<file path="src/rtl/ahb_arbiter_if.sv">
// Shared request/bus bundle between two masters, the arbiter and one slave.
// The master modport is the arbiter's view; slave is the view from the other side.
interface ahb_arbiter_if;
    logic [1:0]  M_REQ;
    logic [1:0]  M_WRITE;
    logic [7:0]  M_ADDR;
    logic [63:0] M_WDATA;
    logic [1:0]  M_GNT;
    logic [1:0]  M_DONE;
    logic [31:0] M_RDATA;
    logic [3:0]  HADDR;
    logic        HWRITE;
    logic [31:0] HWDATA;
    logic        HVALID;
    logic [31:0] HRDATA;
    logic        HREADY;
    logic        TIMEOUT;

    modport master (
        input  M_REQ, M_WRITE, M_ADDR, M_WDATA, HRDATA, HREADY,
        output M_GNT, M_DONE, M_RDATA, HADDR, HWRITE, HWDATA,
        output HVALID, TIMEOUT
    );

    modport slave (
        output M_REQ, M_WRITE, M_ADDR, M_WDATA, HRDATA, HREADY,
        input  M_GNT, M_DONE, M_RDATA, HADDR, HWRITE, HWDATA,
        input  HVALID, TIMEOUT
    );
endinterface

</file>
<file path="src/rtl/ahb_arbiter.sv">
// Two-master round-robin arbiter driving a single-slave bus (IDLE/ADDR/DATA).
// Optional DATA-phase abort is enabled by defining AHB_ARB_TIMEOUT_EN.
module ahb_arbiter #(
    parameter int unsigned TIMEOUT_CYCLES = 16
) (
    input  logic          HCLK,
    input  logic          HRESET,
    ahb_arbiter_if.master bus
);
    typedef enum logic [1:0] {IDLE, ADDR, DATA} state_t;

    state_t state;
    logic   last;
    logic   cur;
    logic   win;

    if (TIMEOUT_CYCLES < 1 || TIMEOUT_CYCLES > 255) begin : g_bad_timeout
        $error("TIMEOUT_CYCLES must be in 1..255");
    end

    // On a tie the master that did not finish last wins.
    always_comb win = (bus.M_REQ == 2'b11) ? ~last : bus.M_REQ[1];

`ifdef AHB_ARB_TIMEOUT_EN
    localparam logic [8:0] LIMIT = 9'(TIMEOUT_CYCLES);
    logic [7:0] cnt;
    logic [8:0] cnt_nx;
    always_comb cnt_nx = {1'b0, cnt} + 9'd1;
`endif

    always_ff @(posedge HCLK) begin
        if (HRESET) begin
            state       <= IDLE;
            last        <= 1'b1;
            cur         <= 1'b0;
            bus.M_GNT   <= '0;
            bus.M_DONE  <= '0;
            bus.M_RDATA <= '0;
            bus.HADDR   <= '0;
            bus.HWRITE  <= 1'b0;
            bus.HWDATA  <= '0;
            bus.HVALID  <= 1'b0;
            bus.TIMEOUT <= 1'b0;
`ifdef AHB_ARB_TIMEOUT_EN
            cnt         <= '0;
`endif
        end else begin
            bus.M_GNT   <= '0;
            bus.M_DONE  <= '0;
            bus.TIMEOUT <= 1'b0;
            unique case (state)
                IDLE: begin
                    if (|bus.M_REQ) begin
                        cur        <= win;
                        bus.M_GNT  <= win ? 2'b10 : 2'b01;
                        bus.HVALID <= 1'b1;
                        bus.HWRITE <= bus.M_WRITE[win];
                        bus.HADDR  <= win ? bus.M_ADDR[7:4]
                                          : bus.M_ADDR[3:0];
                        bus.HWDATA <= win ? bus.M_WDATA[63:32]
                                          : bus.M_WDATA[31:0];
                        state      <= ADDR;
                    end
                end
                ADDR: begin
                    bus.HVALID <= 1'b0;
                    state      <= DATA;
`ifdef AHB_ARB_TIMEOUT_EN
                    cnt        <= '0;
`endif
                end
                DATA: begin
                    if (bus.HREADY) begin
                        bus.M_DONE <= cur ? 2'b10 : 2'b01;
                        last       <= cur;
                        bus.HWRITE <= 1'b0;
                        state      <= IDLE;
                        if (!bus.HWRITE) bus.M_RDATA <= bus.HRDATA;
                    end
`ifdef AHB_ARB_TIMEOUT_EN
                    else if (cnt_nx == LIMIT) begin
                        bus.M_DONE  <= cur ? 2'b10 : 2'b01;
                        bus.TIMEOUT <= 1'b1;
                        last        <= cur;
                        bus.HWRITE  <= 1'b0;
                        state       <= IDLE;
                    end else begin
                        cnt <= cnt_nx[7:0];
                    end
`endif
                end
                default: state <= IDLE;
            endcase
        end
    end
endmodule

</file>
<file path="src/flat_wrapper.sv">
// flat-port wrapper written by rule: the top's interface ports become plain ports
module ahb_arbiter_flat 
#(
    parameter int unsigned TIMEOUT_CYCLES = 16
)
  (HCLK, HRESET, bus_M_REQ, bus_M_WRITE, bus_M_ADDR, bus_M_WDATA, bus_HRDATA, bus_HREADY, bus_M_GNT, bus_M_DONE, bus_M_RDATA, bus_HADDR, bus_HWRITE, bus_HWDATA, bus_HVALID, bus_TIMEOUT);
  ahb_arbiter_if bus_i ();
  input  logic HCLK;
  input  logic HRESET;
  input wire logic [$bits(bus_i.M_REQ)-1:0] bus_M_REQ;
  input wire logic [$bits(bus_i.M_WRITE)-1:0] bus_M_WRITE;
  input wire logic [$bits(bus_i.M_ADDR)-1:0] bus_M_ADDR;
  input wire logic [$bits(bus_i.M_WDATA)-1:0] bus_M_WDATA;
  input wire logic [$bits(bus_i.HRDATA)-1:0] bus_HRDATA;
  input wire logic [$bits(bus_i.HREADY)-1:0] bus_HREADY;
  output wire logic [$bits(bus_i.M_GNT)-1:0] bus_M_GNT;
  output wire logic [$bits(bus_i.M_DONE)-1:0] bus_M_DONE;
  output wire logic [$bits(bus_i.M_RDATA)-1:0] bus_M_RDATA;
  output wire logic [$bits(bus_i.HADDR)-1:0] bus_HADDR;
  output wire logic [$bits(bus_i.HWRITE)-1:0] bus_HWRITE;
  output wire logic [$bits(bus_i.HWDATA)-1:0] bus_HWDATA;
  output wire logic [$bits(bus_i.HVALID)-1:0] bus_HVALID;
  output wire logic [$bits(bus_i.TIMEOUT)-1:0] bus_TIMEOUT;
  assign bus_i.M_REQ = bus_M_REQ;
  assign bus_i.M_WRITE = bus_M_WRITE;
  assign bus_i.M_ADDR = bus_M_ADDR;
  assign bus_i.M_WDATA = bus_M_WDATA;
  assign bus_i.HRDATA = bus_HRDATA;
  assign bus_i.HREADY = bus_HREADY;
  assign bus_M_GNT = bus_i.M_GNT;
  assign bus_M_DONE = bus_i.M_DONE;
  assign bus_M_RDATA = bus_i.M_RDATA;
  assign bus_HADDR = bus_i.HADDR;
  assign bus_HWRITE = bus_i.HWRITE;
  assign bus_HWDATA = bus_i.HWDATA;
  assign bus_HVALID = bus_i.HVALID;
  assign bus_TIMEOUT = bus_i.TIMEOUT;
  ahb_arbiter #(.TIMEOUT_CYCLES(TIMEOUT_CYCLES)) u_core (.HCLK(HCLK), .HRESET(HRESET), .bus(bus_i));
endmodule
</file>
<file path="config.mk">
export PLATFORM = sky130hd
export DESIGN_NAME = ahb_arbiter_flat
export DESIGN_NICKNAME = d
export VERILOG_FILES = /design/src/rtl/ahb_arbiter_if.sv /design/src/rtl/ahb_arbiter.sv /design/src/flat_wrapper.sv
export SDC_FILE = /design/constraint.sdc
export NUM_CORES = 1
export LEC_CHECK = 0
export CORE_MARGIN = 1.5
export CORE_UTILIZATION = 60
export CTS_CLUSTER_SIZE = 14
export DETAILED_ROUTE_END_ITERATION = 6
export DONT_BUFFER_PORTS = 1
export PLACE_DENSITY = 0.83
export SETUP_SLACK_MARGIN = 0.5
export SYNTH_ARGS = -nofsm -noshare
export SYNTH_HDL_FRONTEND = slang
export SYNTH_SLANG_ARGS = --single-unit
</file>
<file path="constraint.sdc">
create_clock -name HCLK -period 2.45 [get_ports HCLK]
set_clock_uncertainty 0.2 [all_clocks]
set_input_delay 0.49 -clock HCLK [delete_from_list [all_inputs] [get_ports HCLK]]
set_output_delay 0.49 -clock HCLK [all_outputs]
set_load 0.02 [all_outputs]
</file>
Yosys cells after proc, flatten, opt, wreduce, memory -nomap -nowiden --
Index checks and enable logic that the tools add are counted. Widths: inputs -> output; s select.
Word-level totals: logic and storage cells 49, output and inout bits 75, input bits 111, bits in latches 0, flip-flop bits (word level) 78, memory bits (read-only) 0, memory bits (writable) 0, memories 0
Cells by class: bitwise gates (word level) 6, multiply operators 0, magnitude comparators 1, mux-type cells 15, shift-type cells 0, reduce and logical (&&, ||, !) cells 12, add/subtract/negate cells 0, equality and inequality tests 5, div/mod/pow operators 0
Operators with widths (number):
- $mux 32 | 1
- $mux 2 | 4
- $reduce_and 2->1 | 4
- $mux 1 | 6
- $not 1->1 | 6
- $pmux 2 s3 | 1
- $reduce_and 3->1 | 2
- $reduce_or 3->1 | 2
- $eq 2x2->1 const B | 2
- $mux 4 | 1
- $pmux 1 s2 | 2
- $reduce_bool 2->1 | 2
- $eq 2x1->1 const B | 1
- $logic_not 2->1 | 1
- $lt 1x2->1 const B | 1
- $ne 2x1->1 const B | 1
- $ne 2x2->1 const B | 1
- $reduce_or 2->1 | 1

Depth between registers and ports, before layout --
word-level depth 6, gate-level depth with buffers 6

Worst setup path after synthesis --
OpenSTA, ideal clock, no wires.
kind input to register, start input port HRESET, end register u_core.bus.M_RDATA[10], data required time 2.118 ns, path slack 0.901 ns, library setup time 0.132 ns, buffers on the path 3, stages 4, data arrival time 1.217 ns, cells stage by stage buf_2 -> clkbuf_1 -> clkbuf_1 -> a21oi_1
RTL lines:
- start: declaration | RTL line flat_wrapper.sv:9 | input logic HRESET;
- end signal: assignment | RTL line ahb_arbiter.sv:78 | if (!bus.HWRITE) bus.M_RDATA <= bus.HRDATA;
- end: declaration | RTL line ahb_arbiter_if.sv:21 | output M_GNT, M_DONE, M_RDATA, HADDR, HWRITE, HWDATA,
No word-level cell between the ends.

Worst setup path in the final report --
start register u_core.bus.HWRITE, end register u_core.bus.M_RDATA[29]
On the way: word-level cells in the longest chain between the ends 2
RTL lines:
- start: declaration | RTL line ahb_arbiter_if.sv:21
- start signal: assignment | RTL line ahb_arbiter.sv:57 | bus.HWRITE <= bus.M_WRITE[win];
- $not 1->1 (no line)
- $reduce_and 3->1 (no line)
No other way between the ends. A chain may end at the register's enable or synchronous reset.

==> impl_metrics.json <==
{
  "nets": 480,
  "coreArea_mm2": 0.00517,
  "cp-start-kind": "register",
  "cts.path.max_buffers": 2,
  "yosys_warnings": 0,
  "cts.sinks": 78,
  "drt_first_pass_iters": 4,
  "ys_seq_area_share_pct": 47.9,
  "postCtsSetupRepairBufs": 0,
  "route.detailed.drc": 0,
  "placed_area_mm2": 0.00318,
  "worstSetupPathType": "register to register",
  "async_flop_share_pct": 0,
  "slew_headroom_pct": 61.0,
  "cap_violations": 0,
  "setup_viol": 0,
  "place.port_buffers": 0,
  "ctsResizeCount": 0,
  "worstSetupEndpointType": "register",
  "grt_remaining_overflow": 0,
  "wl_met3_um": 718,
  "num-fill-cells": 437,
  "area_growth_pct": 2.80,
  "critical_path.slowest_cell": "nor4bb_4",
  "path_buf_inv": 1,
  "numCtsBuffers": 9,
  "grt_max_degree": 79,
  "fin_area_mm2": 0.00335,
  "top_layer": "met4",
  "diodes": 0,
  "path_depth": 4,
  "hold_depth": 1,
  "die-area_mm2": 0.00588,
  "most-common-layout-cells": "138 x nand2_1, 78 x dfxtp_1, 69 x a21oi_1",
  "finalCritPeriodShare_pct": 74.7,
  "report.final.slew_viol_count": 0,
  "insertion_delay_ps": 330,
  "syn_area_mm2": 0.00326,
  "start_util_pct": 63.0,
  "wl_met2_um": 3810,
  "ios": 186,
  "fin_setup_tns_ps": 0,
  "r2r_cells": 4,
  "grt_pass1_wl_um": 11800,
  "worstMarginPinSlew_ps": 584,
  "path_max_fanout": 11,
  "yosysTopAreaCellShare_pct": 47.9,
  "hold_viol_final": 0,
  "ys_types": 28,
  "drt_iter0_markers": 115,
  "synth_ff_type": "dfxtp_1",
  "cpPeakStageDelay_ps": 610,
  "postRouteAntennaNets": 0,
  "vias_per_cell": 6.03,
  "crit_family": "simple AND/OR/NAND/NOR gates",
  "hpwl_um": 5200,
  "rsz0062_at_grt": "false",
  "drive_above_1_share_pct": 9.97,
  "seqCellArea_mm2": 0.00156,
  "critPathRequiredTime_ps": 2510,
  "status": "finished, final reports clean",
  "holdCritPathClass": "input port to register",
  "r2r_slack_ps": 620,
  "min_period_ps": 1830,
  "wl_met1_um": 3000,
  "clk_pin_slew_ps": 70,
  "syn_inst": 387,
  "die_w_um": 76.7,
  "ir_drop_uv": 462,
  "synthTopCellsByArea": "dfxtp_1 48%, nand2_1 16%, a21oi_1 11%",
  "hold_ws_ps": 16.2,
  "num_rows": 26,
  "routed_wl_um": 7660,
  "place.gp.congestion": 0.754,
  "cts_tree": "built",
  "grt_pass1_vias": 2628,
  "synth-seq-cells": 78,
  "synth_edf_count": 0,
  "fmax_mhz": 547,
  "via_count": 2659,
  "die_h_um": 76.7,
  "finish.utilization_pct": 64.8,
  "layout_commonest_cell": "nand2_1",
  "cellLeakagePower_nw": 1.19,
  "multi_input_area_mm2": 0.00145,
  "post_drt_wl_per_cell_um": 17.4,
  "cp_cell_sequence": "nor4bb_4 -> buf_4 -> nand2_1 -> a21oi_1",
  "cts_root_buffer": "clkbuf_8",
  "power_density_mw_per_mm2": 807,
  "synth_top_area_cell": "dfxtp_1",
  "track_usage_pct": 25.1,
  "synth_fp_nets": 498,
  "grt_antenna_before_repair": 0,
  "htreeDepth": 3,
  "worst-endpoint-arrival_ps": 1890,
  "synth_area_per_cell_um2": 8.42
}
==> kinds of logic after synthesis <==
kind of cell    count (synthesis)  synth area share [%]
compound gates                112                  24.4
buf+inv                        40                  8.06
flops                          78                  47.9
mux                             2                 0.614
other cells                     1                 0.115
simple gates                  154                  18.9
==> synth_stat cells, types with 2 or more instances <==
library cell	count
nor2_1	4
inv_1	2
nor3_1	4
nand2_1	138
a311oi_1	25
clkbuf_1	10
nor3b_1	2
buf_4	6
a311oi_2	11
a21oi_1	69
dfxtp_1	78
mux2i_1	2
buf_6	10
buf_2	12
==> stage by stage <==
step,setup slack [ps],power (W),instances
3_3_place_gp,673,0.00189,427
3_5_place_dp,582,0.00191,427
5_1_grt,503,0.00281,441
2_1_floorplan,901,0.00187,387
6_report,621,0.00270,441
4_1_cts,582,0.00271,440
==> registers in the layout (all words and copies together) (netlist names) <==
| signal | count |
|---|---|
| u_core.cur | 1 |
| u_core.bus.HWRITE | 1 |
| u_core.bus.M_GNT | 2 |
| u_core.bus.M_DONE | 2 |
| u_core.last | 1 |
| u_core.bus.M_RDATA | 32 |
| u_core.bus.HWDATA | 32 |
| u_core.bus.HVALID | 1 |
| u_core.bus.HADDR | 4 |
| u_core.state | 2 |
==> power by group <==
| part | total [W] | internal, W | switching [W] |
|---|---|---|---|
| Clock | 0.000823 | 0.000403 | 0.000420 |
| Sequential | 0.00155 | 0.00137 | 0.000188 |
| Combinational | 0.000326 | 0.000132 | 0.000194 |
==> area by class of cell <==
class,instances,area share (%)
Clock inverter,2,0.299
Clock buffer,11,4.52
Sequential cell,78,46.6
Timing Repair Buffer,9,2.47
Multi-Input combinational cell,269,43.3
Inverter,2,0.224
Tap cell,70,2.61
==> metal layers <==
metal / up-vias / global-route usage (%)
met2: 137 / 44.9
met1: 1215 / 25.0
met5: - / 0
met3: 12 / 9.64
li1: 1295 / -
met4: 0 / 13.3
==> repair_timing <==
item / in CTS / in global routing
endpoints found under the setup margin: 0 / 2
hold buffers: 0 / 1
endpoints found under the hold margin: 0 / 9
==> final timing paths <==
kind	startpoint	endpoint
worst max-delay path	u_core.bus.HWRITE$_SDFFE_PP0P_	u_core.bus.M_RDATA[29]$_SDFFE_PP0P_
worst min-delay path	HRESET	u_core.bus.HWDATA[14]$_SDFFE_PP0P_
worst max register to register	u_core.bus.HWRITE$_SDFFE_PP0P_	u_core.bus.M_RDATA[29]$_SDFFE_PP0P_
worst min register to register	u_core.cur$_SDFFE_PP0P_	u_core.bus.M_DONE[0]$_SDFF_PP0_
(Power assumes the default switching activity.)
